## src/rtl/mem_access_stage.sv

```systemverilog
// mem_access_stage
//   MEM pipeline stage that sits directly after EX. It runs loads and stores
//   on a req/ack data-memory bus and passes every other instruction's Result
//   straight through to writeback. Byte lanes are big-endian: byte offset 0
//   is bits [31:24]. Byte and half loads are sign- or zero-extended.
//   Upstream is held off with stall while a bus access is open.
//
// Parameters
//   TIMEOUT    BUSY cycles without mem_ack before the access is aborted (1..255)
//
// Ports
//   CLK        clock, all state updates on its rising edge
//   RST        synchronous reset, active-low
//   in_valid   Ins/Result/Rdata2 valid this cycle
//   Ins        instruction; the opcode is Ins[31:26]
//   Result     EX result: ALU value, or effective address for load/store
//   Rdata2     store data (rt)
//   stall      stage busy; upstream holds its inputs
//   wb_valid   one-cycle pulse, Wdata valid
//   Wdata      writeback value (load data or Result)
//   align_err  with wb_valid: misaligned access, no bus cycle was issued
//   bus_err    with wb_valid: the access timed out
//   mem_req    bus request, held until ack or timeout
//   mem_we     bus write enable
//   mem_addr   word address {Result[31:2], 2'b00}
//   mem_be     byte enables, mem_be[3] selects bits [31:24]
//   mem_wdata  store data replicated into the addressed lanes
//   mem_rdata  read data, sampled in the mem_ack cycle
//   mem_ack    access complete; ignored unless a request is open
module mem_access_stage #(
  parameter int unsigned TIMEOUT = 16
) (
  input  logic        CLK,
  input  logic        RST,
  input  logic        in_valid,
  input  logic [31:0] Ins,
  input  logic [31:0] Result,
  input  logic [31:0] Rdata2,
  output logic        stall,
  output logic        wb_valid,
  output logic [31:0] Wdata,
  output logic        align_err,
  output logic        bus_err,
  output logic        mem_req,
  output logic        mem_we,
  output logic [31:0] mem_addr,
  output logic [3:0]  mem_be,
  output logic [31:0] mem_wdata,
  input  logic [31:0] mem_rdata,
  input  logic        mem_ack
);

  localparam logic [5:0] OP_LB  = 6'h20;
  localparam logic [5:0] OP_LH  = 6'h21;
  localparam logic [5:0] OP_LW  = 6'h23;
  localparam logic [5:0] OP_LBU = 6'h24;
  localparam logic [5:0] OP_LHU = 6'h25;
  localparam logic [5:0] OP_SB  = 6'h28;
  localparam logic [5:0] OP_SH  = 6'h29;
  localparam logic [5:0] OP_SW  = 6'h2B;

  // Last BUSY count before the access is abandoned.
  localparam logic [7:0] TO_LAST = 8'(TIMEOUT - 1);

  typedef enum logic [1:0] {IDLE, BUSY, RESP} state_t;
  typedef enum logic [1:0] {SZ_B, SZ_H, SZ_W} size_t;

  state_t      state_q, state_d;
  logic [7:0]  cnt_q, cnt_d;
  logic [1:0]  off_q, off_d;
  size_t       sz_q, sz_d;
  logic        ld_q, ld_d;
  logic        sgn_q, sgn_d;

  logic        wbv_d, aerr_d, berr_d, req_d, we_d;
  logic [31:0] wdata_d, addr_d, mwd_d;
  logic [3:0]  be_d;

  // Instruction decode
  logic [5:0]  opc;
  logic        is_mem, is_ld, is_sgn, misalign;
  size_t       sz;
  logic [3:0]  be_c;
  logic [31:0] wd_c;
  logic        unused_ins;

  assign opc        = Ins[31:26];
  assign unused_ins = ^Ins[25:0];
  assign stall      = (state_q != IDLE);

  always_comb begin
    is_mem = 1'b0;
    is_ld  = 1'b0;
    is_sgn = 1'b0;
    sz     = SZ_W;
    case (opc)
      OP_LB:   begin is_mem = 1'b1; is_ld = 1'b1; is_sgn = 1'b1; sz = SZ_B; end
      OP_LH:   begin is_mem = 1'b1; is_ld = 1'b1; is_sgn = 1'b1; sz = SZ_H; end
      OP_LW:   begin is_mem = 1'b1; is_ld = 1'b1;                sz = SZ_W; end
      OP_LBU:  begin is_mem = 1'b1; is_ld = 1'b1;                sz = SZ_B; end
      OP_LHU:  begin is_mem = 1'b1; is_ld = 1'b1;                sz = SZ_H; end
      OP_SB:   begin is_mem = 1'b1;                              sz = SZ_B; end
      OP_SH:   begin is_mem = 1'b1;                              sz = SZ_H; end
      OP_SW:   begin is_mem = 1'b1;                              sz = SZ_W; end
      default: begin is_mem = 1'b0; end
    endcase
  end

  assign misalign = ((sz == SZ_W) && (Result[1:0] != 2'b00)) ||
                    ((sz == SZ_H) && Result[0]);

  // Lane enables and replicated store data for the access being accepted
  always_comb begin
    be_c = 4'b1111;
    wd_c = Rdata2;
    case (sz)
      SZ_B: begin
        be_c = 4'b1000 >> Result[1:0];
        wd_c = {4{Rdata2[7:0]}};
      end
      SZ_H: begin
        be_c = Result[1] ? 4'b0011 : 4'b1100;
        wd_c = {2{Rdata2[15:0]}};
      end
      default: begin
        be_c = 4'b1111;
        wd_c = Rdata2;
      end
    endcase
    if (is_ld) wd_c = '0;
  end

  // Lane select and extension of the read data, using the offset captured at accept
  logic [7:0]  rd_byte;
  logic [15:0] rd_half;
  logic [31:0] ld_data;

  always_comb begin
    case (off_q)
      2'd0:    rd_byte = mem_rdata[31:24];
      2'd1:    rd_byte = mem_rdata[23:16];
      2'd2:    rd_byte = mem_rdata[15:8];
      default: rd_byte = mem_rdata[7:0];
    endcase
    rd_half = off_q[1] ? mem_rdata[15:0] : mem_rdata[31:16];
    case (sz_q)
      SZ_B:    ld_data = {{24{sgn_q & rd_byte[7]}}, rd_byte};
      SZ_H:    ld_data = {{16{sgn_q & rd_half[15]}}, rd_half};
      default: ld_data = mem_rdata;
    endcase
  end

  // Next state and next registered outputs
  always_comb begin
    state_d = state_q;
    cnt_d   = cnt_q;
    off_d   = off_q;
    sz_d    = sz_q;
    ld_d    = ld_q;
    sgn_d   = sgn_q;
    wbv_d   = 1'b0;
    aerr_d  = 1'b0;
    berr_d  = 1'b0;
    wdata_d = '0;
    req_d   = mem_req;
    we_d    = mem_we;
    addr_d  = mem_addr;
    be_d    = mem_be;
    mwd_d   = mem_wdata;
    case (state_q)
      IDLE: begin
        if (in_valid) begin
          if (!is_mem) begin
            wbv_d   = 1'b1;
            wdata_d = Result;
          end else if (misalign) begin
            wbv_d  = 1'b1;
            aerr_d = 1'b1;
          end else begin
            state_d = BUSY;
            cnt_d   = '0;
            req_d   = 1'b1;
            we_d    = ~is_ld;
            addr_d  = {Result[31:2], 2'b00};
            be_d    = be_c;
            mwd_d   = wd_c;
            off_d   = Result[1:0];
            sz_d    = sz;
            ld_d    = is_ld;
            sgn_d   = is_sgn;
          end
        end
      end
      BUSY: begin
        // An ack in the expiry cycle takes priority over the timeout.
        if (mem_ack) begin
          state_d = RESP;
          req_d   = 1'b0;
          wbv_d   = 1'b1;
          wdata_d = ld_q ? ld_data : '0;
        end else if (cnt_q == TO_LAST) begin
          state_d = RESP;
          req_d   = 1'b0;
          wbv_d   = 1'b1;
          berr_d  = 1'b1;
        end else begin
          cnt_d = cnt_q + 8'd1;
        end
      end
      RESP: begin
        state_d = IDLE;
      end
      default: begin
        state_d = IDLE;
        req_d   = 1'b0;
      end
    endcase
  end

  always_ff @(posedge CLK) begin
    if (!RST) begin
      state_q   <= IDLE;
      cnt_q     <= '0;
      off_q     <= '0;
      sz_q      <= SZ_W;
      ld_q      <= 1'b0;
      sgn_q     <= 1'b0;
      wb_valid  <= 1'b0;
      Wdata     <= '0;
      align_err <= 1'b0;
      bus_err   <= 1'b0;
      mem_req   <= 1'b0;
      mem_we    <= 1'b0;
      mem_addr  <= '0;
      mem_be    <= '0;
      mem_wdata <= '0;
    end else begin
      state_q   <= state_d;
      cnt_q     <= cnt_d;
      off_q     <= off_d;
      sz_q      <= sz_d;
      ld_q      <= ld_d;
      sgn_q     <= sgn_d;
      wb_valid  <= wbv_d;
      Wdata     <= wdata_d;
      align_err <= aerr_d;
      bus_err   <= berr_d;
      mem_req   <= req_d;
      mem_we    <= we_d;
      mem_addr  <= addr_d;
      mem_be    <= be_d;
      mem_wdata <= mwd_d;
    end
  end

endmodule

```

## config.mk

```make
export PLATFORM = sky130hd
export DESIGN_NAME = mem_access_stage
export DESIGN_NICKNAME = d
export VERILOG_FILES = /design/src/rtl/mem_access_stage.sv
export SDC_FILE = /design/constraint.sdc
export NUM_CORES = 1
export LEC_CHECK = 0
export ABC_CLOCK_PERIOD_IN_PS = 3400
export CAP_MARGIN = 25
export CORE_ASPECT_RATIO = 0.8
export CORE_MARGIN = 4
export CORE_UTILIZATION = 46
export CTS_CLUSTER_SIZE = 20
export DETAILED_ROUTE_END_ITERATION = 12
export PLACE_DENSITY = 0.9
export SKIP_CTS_REPAIR_TIMING = 1
export SLEW_MARGIN = 25
export SYNTH_ARGS = -nofsm -noshare
export SYNTH_HDL_FRONTEND = slang
export SYNTH_SLANG_ARGS = --single-unit
```

## constraint.sdc

```tcl
create_clock -name CLK -period 3.4 [get_ports CLK]
set_input_delay 0.34 -clock CLK [delete_from_list [all_inputs] [get_ports CLK]]
set_output_delay 0.34 -clock CLK [all_outputs]
set_load 0.01 [all_outputs]
```

Word-level counts from Yosys, hierarchy flattened:

Cells that the tools add are included.

* bitwise operators: 7
* shift-type cells: 1
* muxes and demuxes: 40
* add/sub/neg operators: 1
* reduce and logical (&&, ||, !) cells: 21
* equal/unequal tests: 22

Operators by type and width (number)
* $pmux 32 s2: 3
* $mux 32: 5
* $eq 6x6->1 const B: 8
* $mux 8: 5
* $pmux 8 s3: 1
* $mux 16: 1
* $pmux 8 s2: 1
* $mux 1: 13
* $reduce_and 4->1: 3
* $mux 2: 5
* $ne 2x2->1 const B: 5
* $reduce_or 3->1: 3
* $add 8x1->8 const B: 1
* $eq 2x1->1 const B: 4
* $eq 8x4->1 const B: 1
* $logic_not 2->1: 4
* $pmux 2 s2: 2
* $pmux 4 s2: 1
* $reduce_or 8->1: 1
* $eq 2x2->1 const B: 3
* $reduce_and 6->1: 1
* $reduce_bool 2->1: 3
* $not 1->1: 5
* $reduce_and 5->1: 1
* 10 further kinds: 12

* register bits after elaboration: 119
* logic and storage cells: 107
* output and inout port bits: 106
* input port bits: 132

Logic depth before layout (Yosys ltp):

Gate-level depths: netlist (run 1).

* depth after elaboration: 10
* gate-level depth with buffers: 8
* gate-level depth less buffers: 6

Worst setup path before layout (run 1):

No wires, ideal clock.

* path kind: input to register
* from: input Ins[30]
* to: register cnt_q[7]
* cell stages on the path: 6
* slack: 1.628 ns
* data required time: 3.329 ns
* data arrival time: 1.701 ns
* buffers on the path: 1
* library setup time: 0.071 ns
* path through: or3b_1 o211ai_1 o221ai_2 buf_6 or3_1 a21oi_1

* word-level cells in the longest chain between the ends: 8
* elaborated cells on any way between the ends: 21
* classes of those cells: eq/ne: 12; mux: 2; reduce/logical: 7

Ends and longest elaborated chain
* from (decl): line 36 `input logic [31:0] Ins,`
* $eq 6x6->1: line 96 `case (opc)`
* $reduce_or 3->1 (no source line)
* $pmux 2 s2: line 96
* $eq 2x2->1 / $eq 2x1->1 (equally long branches): line 109, 110
* $logic_and 1x1->1, on equally long branches: line 109, 110
* $logic_or 1x1->1: line 109 `assign misalign = ((sz == SZ_W) && (Result[1:0] != 2'b00)) ||`
* $ne 2x2->1 (no source line)
* $reduce_and 6->1 (no source line) (*)
* to (signal assigned): line 239 `cnt_q <= cnt_d;`
* to (decl): line 69 `logic [7:0] cnt_q, cnt_d;`

Every way passes the cells marked *; elsewhere a longest branch is shown, timed or not.
A chain may end at the register's enable or synchronous reset.

Final worst setup path (run 1):

* from: register off_q[1]
* to: register Wdata[10]

* word-level cells in the longest chain between the ends: 7
* elaborated cells on any way between the ends: 10
* classes of those cells: eq/ne: 2; mux: 6; bitwise: 1; reduce/logical: 1

Ends and longest elaborated chain
* from (decl): line 70 `logic [1:0] off_q, off_d;`
* from (signal assigned): line 224 `off_q <= '0;`
* from (signal assigned): line 240 `off_q <= off_d;`
* $eq 2x2->1 (tied with other cells): line 139 `case (off_q)`
* $pmux 8 s3: line 139
* $and 1x1->1: line 147 `SZ_B: ld_data = {{24{sgn_q & rd_byte[7]}}, rd_byte};`
* $pmux 32 s2 (*): line 146 `case (sz_q)`
* $mux 32 (*): line 200 `wdata_d = ld_q ? ld_data : '0;`
* $mux 32 (*): line 196 `if (mem_ack) begin`
* $pmux 32 s2 (*): line 170 `case (state_q)`
* to (signal assigned): line 245 `Wdata <= wdata_d;`
* to (decl): line 41 `output logic [31:0] Wdata,`

Marks and branches as above.

==> results of run 1 <==
==> cell type report <==
class                   count  area (µm²)  share of cell area
clock inverters            10       190.2             0.02315
multi-input cells         479        2733              0.3326
well taps                 148       185.2             0.02254
repair buffers            222        2215              0.2696
inverters                   8       30.03            0.003655
flip-flops and latches    119        2382              0.2900
clock buffers              21       480.5             0.05848
==> critical path, cell delays in order (launching register included) <==
cell,delay [ps]
dfxtp_1,890
mux2i_1,420
mux2i_1,160
a31oi_1,580
o21ai_0,190
a32o_1,290
==> power by group <==
part,switching [mW],internal [mW]
Sequential,0.0107,1.42
Clock,0.659,1.38
Combinational,0.179,0.209
Total,0.848,3.01
==> synth_stat cells, types with 2 or more instances <==
library cell and n:
nor3_1 3, buf_4 5, o31ai_1 2, o21ai_0 35
or4_1 2, a32oi_1 16, a221oi_1 4, or2_2 2
o22ai_1 4, nor2b_1 4, clkbuf_1 39, o2111ai_1 8
nor4_1 2, a21boi_0 6, and3_1 4, o221ai_1 5
buf_6 3, o21a_1 2, a311oi_1 2, or3_1 7
nand2b_1 24, a21o_1 2, a21oi_1 90, mux2_2 22
buf_2 5, dfxtp_1 119, nor2_1 32, nand3_1 29
buf_1 2, o211ai_1 4, inv_1 7, mux2i_1 14
nand2_1 133
==> kinds of logic (layout without fill, tap and decap cells) <==
kind of cell             count (synthesis)  after routing  share of synthesized area
AO/OA/AOI/OAI                          192            192                     0.2226
XOR/XNOR                                 1              1                   0.001628
AND/OR/NAND/NOR                        247            247                     0.2058
buffers and inverters                   62            261                    0.05209
adder cells (fa/ha/maj)                  1              1                   0.002325
flip-flops                             119            119                     0.4428
other                                    1              2                  0.0006970
multiplexers                            36             36                    0.07209
==> state kept, by name, indices dropped and copies added, names as in the netlist <==
signal,cells
sgn_q,1
wb_valid,1
mem_we,1
mem_req,1
mem_wdata,32
Wdata,32
sz_q,2
cnt_q,8
align_err,1
state_q,2
bus_err,1
mem_be,4
mem_addr,30
off_q,2
ld_q,1
==> per-layer routing <==
| metal | up-vias | global-route usage |
|---|---|---|
| li1 | 2710 | - |
| met1 | 2697 | 0.3287 |
| met2 | 354 | 0.4453 |
| met3 | 61 | 0.1083 |
| met4 | 0 | 0.1147 |
| met5 | - | 0 |
==> metrics by stage <==
step	area [µm²]	cells	utilization	power, mW	worst slack [ps]
5_1_grt	8215	1007	0.7160	3.968	618.6
6_report	8215	1007	0.7160	3.858	753.3
4_1_cts	8215	1007	0.7160	3.870	850.0
3_5_place_dp	7545	976	0.6576	1.842	672.2
3_3_place_gp	7545	976	0.6576	1.838	709.6
2_1_floorplan	5384	660	-	1.605	1628
==> layout by cell type, fill, tap and decap left out, drive strengths merged, types with 10 or more instances in the layout <==
master	Yosys	final
dfxtp	119	119
o21ai	36	36
a32oi	16	16
a21oi	90	90
mux2	22	22
nand2	133	133
nor2	32	32
mux2i	14	14
clkdlybuf4s50	0	209
clkbuf	39	21
inv	8	10
buf	15	13
nand2b	24	24
nand3	29	29
==> path summary, 6_finish.rpt <==
check | from | slack, ps | to
worst max-delay path | off_q[1]$_SDFFE_PN0P_ | 750 | Wdata[10]$_SDFF_PN0_
worst min-delay path | mem_wdata[0]$_SDFFE_PN0P_ | 450 | mem_wdata[0]$_SDFFE_PN0P_
worst max register to register | off_q[1]$_SDFFE_PN0P_ | 750 | Wdata[10]$_SDFF_PN0_
worst min register to register | mem_wdata[0]$_SDFFE_PN0P_ | 450 | mem_wdata[0]$_SDFFE_PN0P_
==> results.sh, run 1 <==
export IMPL_outcome="complete, no violations"
export IMPL_antenna_found_initial=0
export IMPL_relSlewSlack=0.4175
export IMPL_syn2layout_area_growth_pct=52.70
export IMPL_whs_ps=446.8
export IMPL_core_um2=11470
export IMPL_io_buffers=209
export IMPL_synth_top_area_cell="dfxtp_1"
export IMPL_ys_flop_type="dfxtp_1"
export IMPL_synth_seq_area_share=0.4428
export IMPL_grt_max_degree=60
export IMPL_cts_htree_levels=4
export IMPL_synth_edf_count=0
export IMPL_yosysWarnings=0
export IMPL_drc=0
export IMPL_ant_nets=0
export IMPL_fmaxAchievable_ghz=0.3778
export IMPL_wl_met2_mm=8.729
export IMPL_syn_area_um2=5380
export IMPL_period_needed_ps=2647
export IMPL_wl_met1_mm=7.090
export IMPL_dp_hpwl_mm=13.44
export IMPL_grt_setup_unrepaired="no"
export IMPL_r2r_cells=5
export IMPL_initial_core_util=0.4689
export IMPL_wl_per_cell_um=18.81
export IMPL_required_ps=3700
export IMPL_yosysTopAreaCellShare=0.4428
export IMPL_hold_path_class="register to register"
export IMPL_insertion_delay_ps=410
export IMPL_synthTopCellsByArea="dfxtp_1 (44%), nand2_1 (9.3%), a21oi_1 (8.4%)"
export IMPL_grt_pass1_wl_mm=29.48
export IMPL_avgSynthCellArea_um2=8.164
export IMPL_viasPerCell=5.782
export IMPL_setup_tns_ps=0
export IMPL_finalClockSkew_ps=6.275
export IMPL_end_kind="register"
export IMPL_nNetsFinal=980
export IMPL_hold_viol=0
export IMPL_clock_root_buffer="clkbuf_16"
export IMPL_clkTransAtPathRegs_ps=60
export IMPL_ys_async_sr_fraction=0
export IMPL_die_area_um2=13500
export IMPL_cts_tree="yes"
export IMPL_synth_ff_latch_count=119
export IMPL_vdd_drop_max_mv=0.3737
export IMPL_grt_overflow_total=0
export IMPL_cp_arrival_ps=2950
export IMPL_synthCells=659
export IMPL_vias=5822
export IMPL_setup_viol=0
export IMPL_cts_sinks=119
export IMPL_crit_type="register to register"
export IMPL_dr_wl_met3_mm=2.430
export IMPL_nFillCells=828
export IMPL_rows=35
export IMPL_wl_mm=18.94
export IMPL_top_layer_used="met4"
export IMPL_leakagePower_nw=2.875
export IMPL_crit_path_start_kind="register"
export IMPL_grt_pass1_vias=5596
export IMPL_track_usage=0.2770
export IMPL_min_delay_path_depth=2
export IMPL_power_density_nw_per_um2=469.6
export IMPL_die_x_um=128.9
export IMPL_worstPathMaxFanout=24
export IMPL_tightestPinTransition_ps=872.5
export IMPL_die_h_um=104.7
export IMPL_clk_path_buf_depth=2
export IMPL_num_antenna_cells=0
export IMPL_ios=238
export IMPL_layout_drive_gt1_share=0.09080
export IMPL_cap_viol_max_count=0
export IMPL_drt_iter0_markers=477
export IMPL_cts_buffers=17
export IMPL_ys_types=54
export IMPL_first_pass_iters=5
export IMPL_fin_crit_sh=0.7785
export IMPL_gp_congestion=0.8873
export IMPL_slew_viol_final=0
No activity file was read; power rests on OpenSTA's default activity.
==> run 2: changes to the inputs <==
--- a/config.mk
+++ b/config.mk
@@ -5,14 +5,14 @@
 export SDC_FILE = /design/constraint.sdc
 export NUM_CORES = 1
 export LEC_CHECK = 0
-export ABC_CLOCK_PERIOD_IN_PS = 3400
+export ABC_CLOCK_PERIOD_IN_PS = 2700
 export CAP_MARGIN = 25
 export CORE_ASPECT_RATIO = 0.8
 export CORE_MARGIN = 4
-export CORE_UTILIZATION = 46
+export CORE_UTILIZATION = 42
 export CTS_CLUSTER_SIZE = 20
 export DETAILED_ROUTE_END_ITERATION = 12
-export PLACE_DENSITY = 0.9
+export PLACE_DENSITY = 0.83
 export SKIP_CTS_REPAIR_TIMING = 1
 export SLEW_MARGIN = 25
 export SYNTH_ARGS = -nofsm -noshare
==> constraint.sdc (replaced) <==
create_clock -name CLK -period 2.7 [get_ports CLK]
set_input_delay 0.27 -clock CLK [delete_from_list [all_inputs] [get_ports CLK]]
set_output_delay 0.27 -clock CLK [all_outputs]
set_load 0.01 [all_outputs]
==> run 2 against run 1 <==
- clock-buffer cell count down 3
- utilization down 5.3 points
- register-to-register slack worse by 250 ps
- critical endpoint unchanged
- hold slack worse by 9.1 ps
- critical path depth up 1
- die area up 8.8%
- sequential share of layout area up 0.10 points
- total power up 14%
- combinational power up 27%
==> results.sh, run 2 (synthesis results as in run 1) <==
export IMPL_mostFrequentLayoutCell="clkdlybuf4s50_1"
export IMPL_grt_max_degree=43
export IMPL_relSlewSlack=0.5822
export IMPL_fin_crit_sh=0.8121
export IMPL_initial_core_util=0.4359
export IMPL_power_density_nw_per_um2=538.9
export IMPL_fin_area_um2=8187
export IMPL_io_buffers=209
export IMPL_syn2layout_area_growth_pct=52.16
export IMPL_grt_pass1_vias=5407
export IMPL_track_usage=0.2516
export IMPL_ios=238
export IMPL_setup_tns_ps=0
export IMPL_required_ps=3000
export IMPL_clkTransAtPathRegs_ps=60
export IMPL_cts_htree_levels=4
export IMPL_setup_viol=0
export IMPL_r2r_setup_slack_ps=510
export IMPL_cpLargestDelayFamily="compound AO/OA/AOI/OAI gates"
export IMPL_wl_per_cell_um=17.85
export IMPL_gp_congestion=0.9177
export IMPL_vias=5701
export IMPL_worst_slack_ps=507.2
export IMPL_drt_iter0_markers=462
export IMPL_cts_buffers=17
export IMPL_fmaxAchievable_ghz=0.4560
export IMPL_grt_overflow_total=0
export IMPL_end_kind="register"
export IMPL_grt_setup_unrepaired="no"
export IMPL_grt_pass1_wl_mm=28.69
export IMPL_finalClockSkew_ps=7.516
export IMPL_viasPerCell=5.503
export IMPL_clk_path_buf_depth=2
export IMPL_cp_slowest_cell="a31oi_1"
export IMPL_crit_type="register to register"
export IMPL_clock_root_buffer="clkbuf_16"
export IMPL_num_antenna_cells=0
export IMPL_cts_tree="yes"
export IMPL_cts_sinks=119
export IMPL_outcome="complete, no violations"
export IMPL_die_h_um=109.2
export IMPL_worstPathMaxFanout=20
export IMPL_cp_buffers_inverters=1
export IMPL_tightestPinTransition_ps=625.3
export IMPL_drc=0
export IMPL_core_um2=12340
export IMPL_insertion_delay_ps=410
export IMPL_layout_drive_gt1_share=0.09595
export IMPL_path_common_cell="mux2i_1"
export IMPL_wl_mm=18.50
export IMPL_hold_viol=0
export IMPL_path_cells="buf_4 -> mux2i_1 -> mux2i_1 -> a31oi_1 -> o21ai_0 -> a32o_1"
export IMPL_cap_viol_max_count=0
export IMPL_die_area_um2=14700
export IMPL_nNetsFinal=985
export IMPL_leakagePower_nw=2.838
export IMPL_rows=36
export IMPL_die_x_um=134.5
export IMPL_period_needed_ps=2193
export IMPL_top_regs="Wdata: 32 flops, mem_wdata: 32 flops, mem_addr: 30 flops"
export IMPL_vdd_drop_max_mv=0.4693
export IMPL_ant_nets=0
export IMPL_dp_slack_ps=227.7
export IMPL_first_pass_iters=5
export IMPL_slew_viol_final=0
export IMPL_hold_path_class="input pin to register"
export IMPL_dp_hpwl_mm=13.56
export IMPL_mostFrequentLayoutCells="clkdlybuf4s50_1 (209), nand2_1 (133), dfxtp_1 (119)"
export IMPL_antenna_found_initial=0
export IMPL_postPlaceCellArea_um2=7624
export IMPL_cp_arrival_ps=2490
export IMPL_crit_path_start_kind="register"
export IMPL_cp_slowest_stage_delay_ps=510
==> run 2: area by class of cell <==
type                    count  area, µm²
fillers                  1008       4155
multi-input cells         479       2738
flip-flops and latches    119       2382
repair buffers            227       2265
clock buffers              18      429.2
well taps                 171      214.0
clock inverters            14      128.9
inverters                   8      30.03
==> run 2: layer usage <==
metal	share of wire	track usage	vias up	wire (µm)
met5	0	0	-	0
met4	0.037	0.1170	0	676
met3	0.12	0.1084	49	2303
met2	0.45	0.3960	284	8369
met1	0.39	0.2989	2648	7148
li1	-	-	2720	-
==> run 2: path summary, 6_finish.rpt <==
check	startpoint	to	cells past startpoint
worst max-delay path	off_q[1]$_SDFFE_PN0P_	Wdata[10]$_SDFF_PN0_	6
worst min-delay path	Result[12]	mem_addr[12]$_SDFFE_PN0P_	3
worst max register to register	off_q[1]$_SDFFE_PN0P_	Wdata[10]$_SDFF_PN0_	6
worst min register to register	mem_wdata[7]$_SDFFE_PN0P_	mem_wdata[7]$_SDFFE_PN0P_	2
==> run 2: stage by stage <==
stage / hold slack [ps] / std cells / total power, mW / utilization
5_1_grt: 434.2 / 1036 / 4.576 / 0.6633
3_3_place_gp: 437.2 / 1004 / 2.323 / 0.6177
3_5_place_dp: 443.6 / 1004 / 2.326 / 0.6177
4_1_cts: 427.4 / 1036 / 4.436 / 0.6629
2_1_floorplan: 347.5 / 660 / 2.021 / -
6_report: 437.7 / 1036 / 4.412 / 0.6633
==> run 2: power breakdown <==
part / switching [mW] / total, mW / internal (mW)
clock: 0.851 / 2.12 / 1.27
sequential: 0.0132 / 1.80 / 1.79
combinational: 0.223 / 0.492 / 0.268
==> run 2: worst reg2reg max path, stage by stage, from the launching register on <==
cell,delay [ps]
dfxtp_1,440
buf_4,280
mux2i_1,250
mux2i_1,120
a31oi_1,510
o21ai_0,180
a32o_1,290
==> run 3: changes to the inputs <==
--- a/config.mk
+++ b/config.mk
@@ -5,7 +5,7 @@
 export SDC_FILE = /design/constraint.sdc
 export NUM_CORES = 1
 export LEC_CHECK = 0
-export ABC_CLOCK_PERIOD_IN_PS = 2700
+export ABC_CLOCK_PERIOD_IN_PS = 2200
 export CAP_MARGIN = 25
 export CORE_ASPECT_RATIO = 0.8
 export CORE_MARGIN = 4
==> constraint.sdc (replaced) <==
create_clock -name CLK -period 2.2 [get_ports CLK]
set_input_delay 0.22 -clock CLK [delete_from_list [all_inputs] [get_ports CLK]]
set_output_delay 0.22 -clock CLK [all_outputs]
set_load 0.01 [all_outputs]
==> run 3 against run 2 <==
- cell area grew 2.1%
- clock power grew 25%
- largest power group unchanged
- cell count up 1.8%
- non-clock buffer count grew 19
- global-route usage increased by 0.46 points
- clock-buffer cell count is the same
- die area did not move
- sequential power rose by 23%
- via count increased by 2.1%
- largest cell class unchanged
==> results.sh, run 3 (synthesis results as in run 1) <==
export IMPL_io_buffers=209
export IMPL_nNetsFinal=1004
export IMPL_drc=0
export IMPL_met2_usage=0.4322
export IMPL_relSlewSlack=0.6605
export IMPL_ios=238
export IMPL_track_usage=0.2562
export IMPL_crit_type="register to register"
export IMPL_rows=36
export IMPL_outcome="complete, no violations"
export IMPL_clkTransAtPathRegs_ps=60
export IMPL_met3_usage=0.09225
export IMPL_end_kind="register"
export IMPL_dp_hpwl_mm=14.24
export IMPL_ant_nets=0
export IMPL_initial_core_util=0.4359
export IMPL_grt_setup_unrepaired="no"
export IMPL_insertion_delay_ps=420
export IMPL_mostFrequentLayoutCell="clkdlybuf4s50_1"
export IMPL_cp_arrival_ps=2330
export IMPL_grt_overflow_total=0
export IMPL_grt_busiest_layer="met2"
export IMPL_die_area_um2=14700
export IMPL_crit_path_start_kind="register"
export IMPL_mostFrequentLayoutCells="clkdlybuf4s50_1 (209), nand2_1 (133), dfxtp_1 (119)"
export IMPL_core_um2=12340
export IMPL_grt_pass1_wl_mm=29.64
export IMPL_vias=5819
export IMPL_leakagePower_nw=2.956
export IMPL_postPlaceCellArea_um2=7779
export IMPL_met1_usage=0.3001
export IMPL_clk_path_buf_depth=2
export IMPL_tightestPinTransition_ps=507.4
export IMPL_clock_root_buffer="clkbuf_16"
export IMPL_finalClockSkew_ps=4.510
export IMPL_required_ps=2540
export IMPL_period_needed_ps=1997
export IMPL_setup_viol=0
export IMPL_antenna_found_initial=0
export IMPL_die_x_um=134.5
export IMPL_cts_sinks=119
export IMPL_wl_per_cell_um=18.19
export IMPL_cap_viol_max_count=0
export IMPL_top_regs="Wdata: 32 flops, mem_wdata: 32 flops, mem_addr: 30 flops"
export IMPL_wl_mm=19.19
export IMPL_worstPathMaxFanout=6
export IMPL_setup_tns_ps=0
export IMPL_gp_congestion=0.9356
export IMPL_vdd_drop_max_mv=0.5656
export IMPL_power_density_nw_per_um2=656.5
export IMPL_slew_viol_final=0
export IMPL_whs_ps=388.9
export IMPL_fin_area_um2=8357
export IMPL_grt_max_degree=47
export IMPL_grt_pass1_vias=5691
export IMPL_hold_viol=0
export IMPL_fmaxAchievable_ghz=0.5007
export IMPL_drt_iter0_markers=472
export IMPL_power_mw=5.487
export IMPL_final_util=0.6771
export IMPL_cts_tree="yes"
export IMPL_cts_buffers=17
export IMPL_die_h_um=109.2
export IMPL_layout_drive_gt1_share=0.1165
export IMPL_first_pass_iters=5
export IMPL_viasPerCell=5.516
export IMPL_syn2layout_area_growth_pct=55.33
export IMPL_hold_path_class="input pin to register"
export IMPL_cts_htree_levels=4
export IMPL_num_antenna_cells=0
export IMPL_fin_crit_sh=0.9077
[run 3: metrics by stage]
| stage | setup WS [ps] | instances |
|---|---|---|
| 6_report | 203.0 | 1055 |
| 5_1_grt | 85.47 | 1055 |
| 4_1_cts | 167.2 | 1055 |
| 3_5_place_dp | -96.09 | 1023 |
| 3_3_place_gp | -36.25 | 1023 |
| 2_1_floorplan | 435.0 | 660 |
[run 3: area by class of cell]
cell class                      count  area [µm²]
Clock buffer                       18       439.2
Clock inverter                     14       127.6
Fill cell                        1003        3985
Inverter                            8       30.03
Multi-Input combinational cell    479        2744
Sequential cell                   119        2382
Tap cell                          171       214.0
Timing Repair Buffer              246        2420
[run 3: critical path, cell delays in order, from the launching register on]
cell and delay (ps):
dfxtp_1 360, or4_1 580, o211a_1 280, o221ai_4 260, buf_4 190, o21ai_0 70, a21oi_1 160
[run 3: layer usage]
metal	routed length [µm]	vias to the layer above	part of all wire
met5	0	-	0
met4	558	0	0.029
met3	2161	48	0.11
met2	8913	303	0.46
met1	7558	2708	0.39
li1	-	2760	-
[run 3: power breakdown]
| part | internal, mW | total (mW) | switching (mW) |
|---|---|---|---|
| registers | 2.20 | 2.21 | 0.0159 |
| clock network | 1.58 | 2.65 | 1.06 |
| logic | 0.345 | 0.626 | 0.281 |
| total | 4.12 | 5.49 | 1.36 |
[run 3: worst paths after layout]
check,from,to,slack [ps],cells after the start
max reg2reg,cnt_q[4]$_SDFFE_PN0P_,cnt_q[4]$_SDFFE_PN0P_,200,6
min reg2reg,mem_wdata[7]$_SDFFE_PN0P_,mem_wdata[7]$_SDFFE_PN0P_,450,2
max,cnt_q[4]$_SDFFE_PN0P_,cnt_q[4]$_SDFFE_PN0P_,200,6
min,Result[11],mem_addr[11]$_SDFFE_PN0P_,390,3
